### src/rtl/lcd_pkg.sv
// Shared constants and feeder state encoding for the LCD text feeder.
package lcd_pkg;

  localparam logic [7:0] LCD_SPACE = 8'h20;
  localparam int         LCD_COLS  = 16;
  localparam int         LCD_LINES = 2;

  typedef enum logic [2:0] {
    ST_IDLE,
    ST_LCD_RST,
    ST_REQ,
    ST_STREAM,
    ST_DONE
  } feeder_state_t;

  function automatic logic is_busy(input feeder_state_t s);
    return (s == ST_LCD_RST) || (s == ST_REQ) || (s == ST_STREAM);
  endfunction

endpackage

### src/rtl/lcd_sync_edge.sv
// Multi-flop synchroniser for one slow driver signal, with a rising-edge strobe
// valid for exactly one clk after the synchronised level goes high.
module lcd_sync_edge #(
  parameter int STAGES = 2
) (
  input  logic clk,
  input  logic rst,
  input  logic d,
  output logic q,
  output logic rise
);

  logic [STAGES-1:0] chain;
  logic              prev;

  // NOTE: every flop uses <= so the chain shifts one stage per clk; blocking
  // assignments here would collapse the stages into a single flop.
  always_ff @(posedge clk or posedge rst) begin
    if (rst) begin
      chain <= '0;
      prev  <= 1'b0;
    end else begin
      chain <= {chain[STAGES-2:0], d};
      prev  <= chain[STAGES-1];
    end
  end

  assign q    = chain[STAGES-1];
  assign rise = q & ~prev;

endmodule

### src/rtl/lcd_text_feeder.sv
// Holds the 2x16 text buffer, starts the LCD driver and presents buf[ptr] on db
// while the driver walks both lines; ptr follows the driver's rs-high en_out edges.
module lcd_text_feeder
  import lcd_pkg::*;
#(
  parameter  int CHARS_PER_LINE = LCD_COLS,
  parameter  int LINES          = LCD_LINES,
  parameter  int RST_CYCLES     = 4,
  parameter  int SYNC_STAGES    = 2,
  localparam int DEPTH          = CHARS_PER_LINE * LINES,
  localparam int ADDR_W         = $clog2(DEPTH)
) (
  input  logic              clk,
  input  logic              rst,
  input  logic              wr_en,
  input  logic [ADDR_W-1:0] wr_addr,
  input  logic [7:0]        wr_data,
  input  logic              start,
  output logic              busy,
  output logic              done,
  output logic              wr_err,
  output logic              lcd_rst,
  output logic              init,
  output logic [7:0]        db,
  input  logic              init_done,
  input  logic              rs,
  input  logic              en_out
);

  localparam int                PTR_W   = $clog2(DEPTH + 1);
  localparam logic [PTR_W-1:0]  PTR_END = PTR_W'(DEPTH);
  localparam int                CNT_W   = (RST_CYCLES > 1) ? $clog2(RST_CYCLES) : 1;
  localparam logic [CNT_W-1:0]  CNT_END = CNT_W'(RST_CYCLES - 1);

  feeder_state_t    state;
  logic [PTR_W-1:0] ptr;
  logic [CNT_W-1:0] rst_cnt;
  logic [7:0]       text_mem [DEPTH];

  logic en_sync, en_rise, rs_sync, init_done_sync;
  logic unused_rs_rise, unused_init_done_rise;
  logic wr_in_range, wr_accept;

  lcd_sync_edge #(.STAGES(SYNC_STAGES)) u_sync_en (
    .clk  (clk),
    .rst  (rst),
    .d    (en_out),
    .q    (en_sync),
    .rise (en_rise)
  );

  lcd_sync_edge #(.STAGES(SYNC_STAGES)) u_sync_rs (
    .clk  (clk),
    .rst  (rst),
    .d    (rs),
    .q    (rs_sync),
    .rise (unused_rs_rise)
  );

  lcd_sync_edge #(.STAGES(SYNC_STAGES)) u_sync_init_done (
    .clk  (clk),
    .rst  (rst),
    .d    (init_done),
    .q    (init_done_sync),
    .rise (unused_init_done_rise)
  );

  // A power-of-two buffer is fully covered by wr_addr, so no range check exists.
  if (DEPTH == (1 << ADDR_W)) begin : g_addr_full
    assign wr_in_range = 1'b1;
  end else begin : g_addr_part
    assign wr_in_range = (PTR_W'(wr_addr) < PTR_END);
  end

  assign wr_accept = wr_en && wr_in_range && !is_busy(state);

  // NOTE: the buffer is a reset flop array rather than a RAM because a reset
  // must leave the screen text blank (all spaces) before any host write.
  always_ff @(posedge clk or posedge rst) begin
    if (rst) begin
      for (int i = 0; i < DEPTH; i++) text_mem[i] <= LCD_SPACE;
    end else if (wr_accept) begin
      text_mem[wr_addr] <= wr_data;
    end
  end

  always_ff @(posedge clk or posedge rst) begin
    if (rst) begin
      db <= LCD_SPACE;
    end else if (ptr < PTR_END) begin
      db <= text_mem[ptr[ADDR_W-1:0]];
    end else begin
      db <= LCD_SPACE;
    end
  end

  always_ff @(posedge clk or posedge rst) begin
    if (rst) begin
      state   <= ST_IDLE;
      ptr     <= '0;
      rst_cnt <= '0;
      busy    <= 1'b0;
      done    <= 1'b0;
      wr_err  <= 1'b0;
      lcd_rst <= 1'b0;
      init    <= 1'b0;
    end else begin
      wr_err <= wr_en && wr_in_range && is_busy(state);

      // One step per character strobe; saturates after the second line.
      if (en_rise && rs_sync && (ptr < PTR_END)) begin
        ptr <= ptr + PTR_W'(1);
      end

      unique case (state)
        ST_IDLE: begin
          // IDLE is only reached from reset, so the driver is already fresh.
          if (start) begin
            state <= ST_REQ;
            ptr   <= '0;
            busy  <= 1'b1;
            init  <= 1'b1;
          end
        end
        ST_LCD_RST: begin
          if (rst_cnt == CNT_END) begin
            state   <= ST_REQ;
            lcd_rst <= 1'b0;
            init    <= 1'b1;
          end else begin
            rst_cnt <= rst_cnt + CNT_W'(1);
          end
        end
        ST_REQ: begin
          if (init_done_sync) begin
            state <= ST_STREAM;
            init  <= 1'b0;
          end
        end
        ST_STREAM: begin
          if ((ptr == PTR_END) && !init_done_sync) begin
            state <= ST_DONE;
            busy  <= 1'b0;
            done  <= 1'b1;
          end
        end
        ST_DONE: begin
          if (start) begin
            state   <= ST_LCD_RST;
            ptr     <= '0;
            rst_cnt <= '0;
            busy    <= 1'b1;
            done    <= 1'b0;
            lcd_rst <= 1'b1;
          end
        end
        default: state <= ST_IDLE;
      endcase
    end
  end

endmodule
### config.mk
export PLATFORM = sky130hd
export DESIGN_NAME = lcd_text_feeder
export DESIGN_NICKNAME = d
export VERILOG_FILES = /design/src/rtl/lcd_pkg.sv /design/src/rtl/lcd_sync_edge.sv /design/src/rtl/lcd_text_feeder.sv
export SDC_FILE = /design/constraint.sdc
export NUM_CORES = 1
export LEC_CHECK = 0
export CAP_MARGIN = 40
export CORE_MARGIN = 2
export CORE_UTILIZATION = 50
export DETAILED_ROUTE_END_ITERATION = 10
export GPL_ROUTABILITY_DRIVEN = 0
export PLACE_DENSITY_LB_ADDON = 0.2
export RECOVER_POWER = 100
export SETUP_SLACK_MARGIN = 0.05
export SLEW_MARGIN = 20
export SYNTH_ARGS = -nofsm -noshare
export SYNTH_HDL_FRONTEND = slang
export SYNTH_SLANG_ARGS = --single-unit
### constraint.sdc
create_clock -name clk -period 10.9 [get_ports clk]
set_clock_uncertainty 0.15 [all_clocks]
set_input_delay 3.27 -clock clk [delete_from_list [all_inputs] [get_ports clk]]
set_output_delay 3.27 -clock clk [all_outputs]
set_load 0.03 [all_outputs]
# After elaboration in Yosys (flattened, before gate mapping)
# Index checks and enable logic that the tools add are counted.
# op_classes
addsub,2
magnitude_cmp,4
eq_ne,13
muxes,30
bitwise_logic,4
reduce_logical,22
# op_table
op,n
256-bit bitwise mux,1
8-bit binary-select mux with 5-bit select,1
8-bit demux with 5-bit select,1
8-bit 2-to-1 mux,4
6-bit 2-to-1 mux,3
3-bit 2-to-1 mux,5
3-bit one-hot mux with 5 select lines,1
"6-bit >= comparator, second input constant",2
5-bit NOT with 6-bit output,2
3-bit AND reduction,4
"2-bit by 1-bit inequality test with 1-bit output, second input constant",4
1-bit 2-to-1 mux,7
"6-bit by 1-bit adder with 6-bit output, second input constant",1
"3-bit by 2-bit == test with 1-bit output, second input constant",2
"6-bit == test, second input constant",1
1-bit logical AND,6
"6-bit by 1-bit less-than comparator with 1-bit output, second input constant",1
"6-bit less-than comparator, second input constant",1
"2-bit inequality test, second input constant",3
1-bit one-hot mux with 2 select lines,3
2-bit nonzero test,3
5-bit AND reduction,1
2-bit 2-to-1 mux,2
2-bit one-hot mux with 2 select lines,1
13 further kinds,15
# totals
regBits,287
output_inout_bits,13
elab_cells,120

# Longest topological paths before layout
# logic_depth
depth_word,7
ltp_mapped,10
depth_no_buf,7

# Hierarchy
# A second synthesis with hierarchy kept.
# hier_totals
cells_unflattened,870
hier_area_um2,13399.1
# modules_own_cells
module,n_inst,cells_per_inst,area_each_um2,seq_area_each_um2
lcd_text_feeder,1,855,13121.3,7048.0
lcd_sync_edge,3,5,92.6,75.1

# Least setup slack after synthesis
# OpenSTA, ideal clock, no wires.
# synth_path
kind,in2reg
start,in wr_addr[4]
end,reg text_mem[224] (netlist bit)
arrival_time_ps,4639
setup_slack_ps,5986
path_stages,5
path_buffers,2
cell_sequence,buf_2 > or3_1 > buf_2 > nor2_2 > mux2_2
# synth_between
elab_chain_len,6
# synth_rtl
element,line,text
"start, declared",lcd_text_feeder.sv:16,"input logic [ADDR_W-1:0] wr_addr,"
5-bit NOT with 6-bit output (implied by the code) *,lcd_text_feeder.sv:83,text_mem[wr_addr] <= wr_data;
6-bit >= comparator (implied by the code) / 6-bit by 1-bit less-than comparator with 1-bit output (equally long branches),lcd_text_feeder.sv:83,
1-bit logical AND (implied by the code),lcd_text_feeder.sv:83,
8-bit 2-to-1 mux (implied by the code),lcd_text_feeder.sv:83,
8-bit demux with 5-bit select *,lcd_text_feeder.sv:83,
256-bit bitwise mux *,lcd_text_feeder.sv:83,
"end signal, assigned by index",lcd_text_feeder.sv:83,
"end, declared",lcd_text_feeder.sv:38,logic [7:0] text_mem [DEPTH];
# Every way passes the cells marked *; elsewhere a longest branch is shown, timed or not.
# A chain may end at the register's enable or synchronous reset.

==> impl_results.md <==
* Sink Count at 287
* All-Layer GR Usage at 22.2%
* Setup-failing EPs final at 0
* Count of TritonRoute iterations in the first routing pass at 5
* Final hold vios at 0
* Placed insts at approximately 1,200
* Largest net degree at the start of global routing at between 150 and 200
* Worst skew pair latency at 0.56 ns
* Slew HR at -78.6%
* Root Buffer: clkbuf_16
* TritonCTS clock tree: yes
* Global-route wire length before repair at between 40,000 and 50,000 um
* Starting density of the core at 51.2%
* Status: complete, but fails checks
* DR WL/cell at ~24 um
* Synth Warn # at 0
* Via density per instance at roughly 6.0
* Final ANT Viol Nets at 0
* Final layout net count at ~940
* Crit path time final at between 6 and 7 ns
* Yosys top cell area share at a little under half
* Initial antenna violation count at 0
* Cell Chain, Critical Path: dlygate4sd3_1, clkinvlp_4, clkbuf_1, clkbuf_1, buf_16
* Post-synth ARST share at 100%
* DIE WIDTH at 168 um
* Min-Delay Endpoint: u_sync_en.chain[1]
* R2r endpoint: db[2]
* Measured slew at the worst slew-check pin at between 2 and 3 ns
* Crit. End Element: async pin
* Worst reg2reg path depth at 5
* Grt ovf at 0
* Initial DRC Count at between 400 and 500
* MaxCap Viol Count at 4
* Synth Area per Inst at around 15 um2
* Post-synth EDFFs at 0
* Post-synth net total at 917
* Final hold slack at about 0.21 ns
* Cell Pwr Density at ~210 nW/um2
* Vias in the first global route at 8,063
* Buffers on Ports at 32
* Count of pins over their slew limit at 156
* Clk slew on worst S/H paths at approximately 0.06 ns
* Seq/Total Area, Yosys at between 50% and 60%
* Data arrival time of the worst path at about 7.5 ns
* Ys flop type: dfrtp_1
* Syn Inst Count at roughly 890
* P&R area growth vs syn at 9.75%
* Critical path buffer and inverter count at 5
* Flop-to-flop setup slack at between 5 and 6 ns
* CP max-delay cell: clkbuf_1
* Post-CTS Setup Bufs at 0
* Hold Crit Depth at 0
* Cell mode on critical path: clkbuf_1
* Startpoint type of the worst setup path: primary input
* CTS max path bufs at 3
* Synth Register Bits at ~290
* Ant. Diodes at 0
* Layout cells sized above 1 at 42.3%
* Post-synthesis cell area at about 13,000 um2
* DP Wirelength at roughly 19,000 um
* Routed wire length at about 30,000 um
* Fmax at roughly 140 MHz
* Post-CTS Hold Buffers at 0
* Max VDD drop at 126 uV
* Crit Path Max Fanout at 51
* Row count at between 50 and 60
* Filler cells at 2,099
* Unrepaired setup endpoints after global routing: false
* Core area at 26,200 um2
* Post-CTS sizing at 0
* Period utilization at a little under two thirds
* Total power draw at just over 0.003 W
* Hold Path Class: reg2reg
* Die H at between 150 and 200 um
* Worst path required time at about 11 ns
* Post-synth top area cell: dfrtp_1
* Worst setup path startpoint: rst
* Cts bufs inserted at 31
* Failing checks: max-capacitance violations, max-slew violations
* Yosys cell types at 51
* Critical R2R Launch: ptr[1]
* P_leak at ~6.7 nW
* I/O pins at 33
* DRC Markers at 0
* Top post-synthesis cells by area: dfrtp_1 47%, mux2_2 20%, mux4_2 8.6%, dfstp_2 6.5%, nor2_8 2.4%
* Crit path max-delay family: buffers and inverters
* CTS H-tree depth at 1
* Setup tns final at 0 ns
* Critical Path Max Stage Delay at roughly 1.9 ns
* Top-count cell post-synth: dfrtp_1
* Die area at ~28,000 um2
* WS Path Type: in2async
* Finished Layout Cells at around 1,300
* HP Start: u_sync_en.chain[0]
* Via count at ~7,600
* Synth top cells by count: 254 x dfrtp_1, 239 x mux2_2, 51 x mux4_2, 36 x clkbuf_1, 33 x dfstp_2
final cells by class:
cell class                 instances  area, um2  share of cell area, %
tap                              335        419                   2.85
timing repair buffer              54        531                   3.60
clock buffer                      50        947                   6.43
clock inverter                     7       88.8                  0.603
multi-input combinational        537       5490                   37.3
inverter                           5       22.5                  0.153
sequential                       287       7230                   49.1
metrics by stage:
stage / cell area, um2 / setup WS, ns / util, %
finish: 14700 / 3.96 / 56.2
CTS: 15100 / 5.71 / 57.6
detailed placement: 14100 / 5.13 / 53.7
global placement: 14000 / 5.17 / 53.4
global route: 14700 / 3.20 / 56.2
floorplan: 13400 / 3.70 / -
cell usage in the layout, fill, tap and decap left out, types with 12 or more instances in the layout:
cell type	netlist	final
a21oi_1	12	12
a22oi_1	20	20
buf_4	6	14
clkbuf_1	36	13
clkbuf_16	0	31
dfrtp_1	254	253
dfstp_2	33	33
dlygate4sd3_1	0	21
mux2_1	10	12
mux2_2	239	244
mux2i_1	26	26
mux4_2	51	51
nand2_1	17	17
nor2_1	27	51
power breakdown:
| group | internal, W | switching [W] | leakage [nW] | total (W) |
|---|---|---|---|---|
| logic | 0.000332 | 0.000381 | 2.43 | 0.000713 |
| registers | 0.00120 | 0.000129 | 3.80 | 0.00133 |
| clock network | 0.000636 | 0.000417 | 0.513 | 0.00105 |
| total | 0.00217 | 0.000927 | 6.74 | 0.00310 |
cell families after synthesis:
| family | share of synthesized area, % |
|---|---|
| xor gates and xnor gates | 0.261 |
| DFF | 53.8 |
| muxes | 32.3 |
| and+or+nand+nor | 7.32 |
| AOI/OAI and AO/OA | 3.50 |
| buffers and inverters | 2.51 |
| adders and majority gates | 0.280 |
flip-flops by register name (all words and copies together), names as in the netlist, 2 cells and up:
| signal | count |
|---|---|
| db | 8 |
| ptr | 6 |
| rst_cnt | 2 |
| state | 3 |
| text_mem | 256 |
| u_sync_en.chain | 2 |
| u_sync_init_done.chain | 2 |
| u_sync_rs.chain | 2 |
how the worst max path moves through the flow:
| stage | end | slack, ns | cells after the start |
|---|---|---|---|
| 2_1_floorplan | busy | 3.70 | 1 |
| 3_3_place_gp | text_mem[75] | 5.17 | 6 |
| 6_report | text_mem[229] | 3.96 | 5 |
| 5_1_grt | text_mem[229] | 3.20 | 5 |
| 4_1_cts | text_mem[73] | 5.71 | 6 |
| 3_5_place_dp | text_mem[73] | 5.13 | 6 |
metal layers:
layer  global-route usage, %  wire, um
met5                       0         0
met4                    6.28       890
met2                    34.4     13700
met1                    33.2     14100
met3                    2.80      1360
(Power assumes the default switching activity.)
